`src/rtl/alu_pkg.sv`:
```
// Shared ALU definitions: logic opcodes and default widths.
package alu_pkg;
  localparam int W_DEF     = 32;
  localparam int CNT_W_DEF = 16;

  typedef enum logic [2:0] {
    OP_AND   = 3'b000,
    OP_OR    = 3'b001,
    OP_XOR   = 3'b010,
    OP_XNOR  = 3'b011,
    OP_NOR   = 3'b100,
    OP_NAND  = 3'b101,
    OP_NOTX  = 3'b110,
    OP_PASSY = 3'b111
  } alu_op_e;
endpackage

```
`src/rtl/alu_logic_unit.sv`:
```
// Combinational bitwise logic unit, shared with the full ALU.
module alu_logic_unit
  import alu_pkg::*;
#(
  parameter int W = W_DEF
) (
  input  logic [2:0]   op_i,
  input  logic [W-1:0] x_i,
  input  logic [W-1:0] y_i,
  output logic [W-1:0] res_o
);

  always_comb begin
    res_o = '0;
    unique case (alu_op_e'(op_i))
      OP_AND:   res_o = x_i & y_i;
      OP_OR:    res_o = x_i | y_i;
      OP_XOR:   res_o = x_i ^ y_i;
      OP_XNOR:  res_o = ~(x_i ^ y_i);
      OP_NOR:   res_o = ~(x_i | y_i);
      OP_NAND:  res_o = ~(x_i & y_i);
      OP_NOTX:  res_o = ~x_i;
      OP_PASSY: res_o = y_i;
    endcase
  end

endmodule

```
`src/rtl/alu_logic_pipe.sv`:
```
// Two-stage logic-unit pipe with valid/ready and status flags.
// Define ALU_LOGIC_PARITY_EN to add a registered parity output.
module alu_logic_pipe
  import alu_pkg::*;
#(
  parameter int W     = W_DEF,
  parameter int CNT_W = CNT_W_DEF
) (
  input  logic             clk,
  input  logic             rst,
  input  logic             in_valid,
  output logic             in_ready,
  input  logic [2:0]       op,
  input  logic [W-1:0]     x,
  input  logic [W-1:0]     y,
  output logic             out_valid,
  input  logic             out_ready,
  output logic [W-1:0]     out,
  output logic             zero,
  output logic             neg,
  output logic [CNT_W-1:0] ops_done
`ifdef ALU_LOGIC_PARITY_EN
  ,
  output logic             parity
`endif
);

  logic             s1_valid_q, s1_valid_d;
  logic [2:0]       s1_op_q;
  logic [W-1:0]     s1_x_q, s1_y_q;
  logic             out_valid_q, out_valid_d;
  logic [W-1:0]     res_q;
  logic             zero_q, neg_q;
  logic [CNT_W-1:0] cnt_q, cnt_d;
  logic [W-1:0]     res;
  logic             s2_adv, s1_adv, accept, deliver;

  assign s2_adv   = !out_valid_q || out_ready;
  assign s1_adv   = s1_valid_q && s2_adv;
  assign in_ready = !s1_valid_q || s1_adv;
  assign accept   = in_valid && in_ready;
  assign deliver  = out_valid_q && out_ready;

  alu_logic_unit #(.W(W)) u_unit (
    .op_i  (s1_op_q),
    .x_i   (s1_x_q),
    .y_i   (s1_y_q),
    .res_o (res)
  );

  always_comb begin
    s1_valid_d  = s1_valid_q;
    out_valid_d = out_valid_q;
    cnt_d       = cnt_q;
    if (accept)
      s1_valid_d = 1'b1;
    else if (s1_adv)
      s1_valid_d = 1'b0;
    if (s2_adv)
      out_valid_d = s1_valid_q;
    // saturate rather than wrap
    if (deliver && cnt_q != {CNT_W{1'b1}})
      cnt_d = cnt_q + 1'b1;
  end

  always_ff @(posedge clk or posedge rst) begin
    if (rst) begin
      s1_valid_q <= 1'b0;
      s1_op_q    <= '0;
      s1_x_q     <= '0;
      s1_y_q     <= '0;
    end else begin
      s1_valid_q <= s1_valid_d;
      if (accept) begin
        s1_op_q <= op;
        s1_x_q  <= x;
        s1_y_q  <= y;
      end
    end
  end

  always_ff @(posedge clk or posedge rst) begin
    if (rst) begin
      out_valid_q <= 1'b0;
      res_q       <= '0;
      zero_q      <= 1'b0;
      neg_q       <= 1'b0;
      cnt_q       <= '0;
    end else begin
      out_valid_q <= out_valid_d;
      cnt_q       <= cnt_d;
      if (s1_adv) begin
        res_q  <= res;
        zero_q <= (res == '0);
        neg_q  <= res[W-1];
      end
    end
  end

`ifdef ALU_LOGIC_PARITY_EN
  logic par_q;

  always_ff @(posedge clk or posedge rst) begin
    if (rst)
      par_q <= 1'b0;
    else if (s1_adv)
      par_q <= ^res;
  end

  assign parity = par_q;
`endif

  assign out_valid = out_valid_q;
  assign out       = res_q;
  assign zero      = zero_q;
  assign neg       = neg_q;
  assign ops_done  = cnt_q;

endmodule

```
`config.mk`:
```
export PLATFORM = sky130hd
export DESIGN_NAME = alu_logic_pipe
export DESIGN_NICKNAME = d
export VERILOG_FILES = /design/src/rtl/alu_pkg.sv /design/src/rtl/alu_logic_unit.sv /design/src/rtl/alu_logic_pipe.sv
export SDC_FILE = /design/constraint.sdc
export NUM_CORES = 1
export LEC_CHECK = 0
export ABC_AREA = 1
export BUFFER_PORTS_ARGS = -buffer_cell sky130_fd_sc_hd__buf_4
export CELL_PAD_IN_SITES_DETAIL_PLACEMENT = 0
export CELL_PAD_IN_SITES_GLOBAL_PLACEMENT = 1
export CORE_ASPECT_RATIO = 0.9
export CORE_UTILIZATION = 42
export DETAILED_ROUTE_END_ITERATION = 12
export GPL_TIMING_DRIVEN = 1
export PLACE_DENSITY_LB_ADDON = 0.3
export SYNTH_ARGS = -nofsm -noshare
export SYNTH_HDL_FRONTEND = slang
export SYNTH_SLANG_ARGS = --single-unit
```
`constraint.sdc`:
```
create_clock -name clk -period 5.2 [get_ports clk]
set_clock_uncertainty 0.05 [all_clocks]
set_input_delay 0.78 -clock clk [delete_from_list [all_inputs] [get_ports clk]]
set_output_delay 0.78 -clock clk [all_outputs]
set_load 0.02 [all_outputs]
```
==> flow_summary.yaml <==
clock_tree:
  clock_sinks: 118
  cts_tree: "done"
  cts-buffers-inserted: 17
  clkLatencyLatePin_ns: 0.42
  cts_buffer_depth: 2
  ctsResizeCount: 0
  ctsHoldBuffers: 0
  root_buffer: "clkbuf_16"
  cts.htree.levels: 4
  clk_pin_slew_worst_paths_ns: 0.06
  post_cts_buffers: 0
floorplanning:
  die_h_um: 132
  die_area_mm2: 0.0193
  floorplan.initialDensity_pct: 42.9
  num_rows: 47
  die_width_um: 146
  io_pins: 123
  core-area_mm2: 0.0183
timing:
  setup_viol: 0
  tightest_slew_ns: 1.02
  post-route-period-util_pct: 58.7
  period_needed_ns: 3.05
  rsz0062_at_grt: "no"
  slew_headroom_pct: 31.5
  final.setup.tns_ns: 0
  slew_violations: 0
  finalHoldViolCount: 0
  fmax_ghz: 0.328
  whs_ns: 0.433
logic_synthesis:
  syn_area_mm2: 0.00787
  async_reset_ff_share_pct: 100
  synth_cell_types: 32
  yosysWarnings: 0
  syn_nets: 1244
  synth_seq_area_share_pct: 37.5
  syn-instance-count: 1108
  synth_ff_type: "dfrtp_1"
  synth_area_per_cell_um2: 7.10
  ys_ff_latch: 118
  synth_edf_count: 0
drt:
  via_per_inst: 4.88
  dr.pass1.iters: 5
  drtIter0Drc: 460
  num_vias: 7120
  drt_drc_violations_left: 0
  wl_per_cell_um: 14.3
  routed_wirelength_mm: 20.8
  drtAntennaViolNets: 0
hold_path:
  hp-start: "out[2]"
  hold_class: "flop to flop"
final_layout:
  finish.utilization_pct: 51.3
  antenna_cells: 0
  layout-drive-gt1-share_pct: 14.7
  area_growth_syn_to_layout_pct: 19.6
  mostFrequentLayoutCell: "nand2_1"
  final_cell_mix: "nand2_1 (289), nor2_1 (157), inv_1 (149)"
  finalNetCount: 1338
  fillers: 1870
worst_setup_path:
  cp.arrival_ns: 3.36
  cp-startpoint: "s1_op_q[1]"
  cp_max_fo: 30
  crit_path_end_kind: "flop"
  required_ns: 5.51
  startpoint_type: "flop"
  r2r_start: "s1_op_q[1]"
  crit_type: "flop to flop"
global_route:
  grt_pass1_wl_mm: 35.0
  gr-usage-all-layers_pct: 22.9
  grt_max_degree: 93
  grt_pass1_vias: 7009
  grt.overflow.total: 0
  antenna_found_initial: 0
power_and_ir_drop:
  power_leakage_uw: 0.00512
  ir_worst_vdd_uv: 203
  cellPowerDensity_mw_per_mm2: 421
status:
  status: "finished clean"
placed_design:
  port_buffers: 122
  place.gp.congestion: 0.815
  dpl.hpwl_mm: 13.8
run:
  drv_cap: 0
[kinds of logic after synthesis]
family,count (synthesis),share of synthesized area [%]
xor+xnor,13,1.45
buf+inv,206,11.4
compound gates,173,11.2
simple gates,531,27.9
fa+ha+maj,65,10.3
flops,118,37.5
mux,2,0.286
[worst paths after layout]
check	end	slack (ns)	depth (start not counted)
setup / recovery	zero	2.15	11
min in group asynchronous	out[25]	0.51	2
setup reg to reg	zero	2.15	11
max in group asynchronous	s1_y_q[22]	3.39	3
hold / removal	out[2]	0.43	2
hold reg to reg	out[2]	0.43	2
[per-layer routing]
metal	global-route usage [%]	vias up	wire length (µm)
li1	-	3663	-
met1	29.7	3242	9660
met2	38.4	185	9780
met3	4.15	30	966
met4	8.04	0	396
met5	0	-	0
[area by class of cell]
class	count	area, µm²	area share [%]
well taps	245	307	3.26
repair buffers	126	946	10.0
clock inverters	14	154	1.63
flip-flops and latches	118	2950	31.4
multi-input cells	784	4030	42.8
clock buffers	18	439	4.67
inverters	155	584	6.21
[cells in the mapped netlist, types with 4 or more instances]
library cell | instances | area [µm²]
buf_2 | 10 | 50.1
o22ai_1 | 10 | 62.6
dfrtp_1 | 118 | 2950
nor2_1 | 157 | 589
xnor2_1 | 6 | 52.6
buf_4 | 7 | 52.6
ha_1 | 65 | 813
a21oi_1 | 69 | 345
nand4_1 | 17 | 106
o21ai_1 | 22 | 110
inv_2 | 5 | 18.8
xor2_1 | 7 | 61.3
nand3b_1 | 4 | 30.0
inv_1 | 150 | 563
o21ai_0 | 72 | 360
clkbuf_1 | 21 | 78.8
buf_6 | 11 | 124
nand3_1 | 44 | 220
nand2_1 | 291 | 1090
nor3_1 | 5 | 25.0
[state kept, by name (all words and copies together), names as in the netlist]
register,cells
out_valid,1
s1_x_q,32
s1_valid_q,1
ops_done,16
s1_op_q,3
s1_y_q,32
zero,1
out,32
[critical path, stage by stage (launching register included)]
cell     delay, ns
dfrtp_1       0.75
nor2_2        0.59
nand2_4       0.31
inv_2         0.52
nand2_1       0.11
nand2_1       0.11
nand2_1       0.06
nor2_1        0.10
nand3_1       0.13
nor2_1        0.12
nand2_1       0.06
nand2_1       0.05
[through the flow]
stage / total power [µW] / cells / cell area [µm²] / setup slack (ns)
6_report: 3960 / 1460 / 9410 / 2.15
5_1_grt: 4260 / 1460 / 9410 / 1.77
4_1_cts: 3990 / 1460 / 9410 / 2.17
3_5_place_dp: 2780 / 1428 / 8820 / 2.21
3_3_place_gp: 2770 / 1428 / 8820 / 2.29
2_1_floorplan: 2270 / 1108 / 7870 / 1.24
[where the power goes]
group / leakage, µW / switching [µW] / internal (µW)
registers: 0.00138 / 187 / 1140
clock network: 0.000282 / 471 / 721
logic: 0.00346 / 911 / 533
total: 0.00512 / 1570 / 2390
Note: power is estimated with default switching activity, not from simulation.
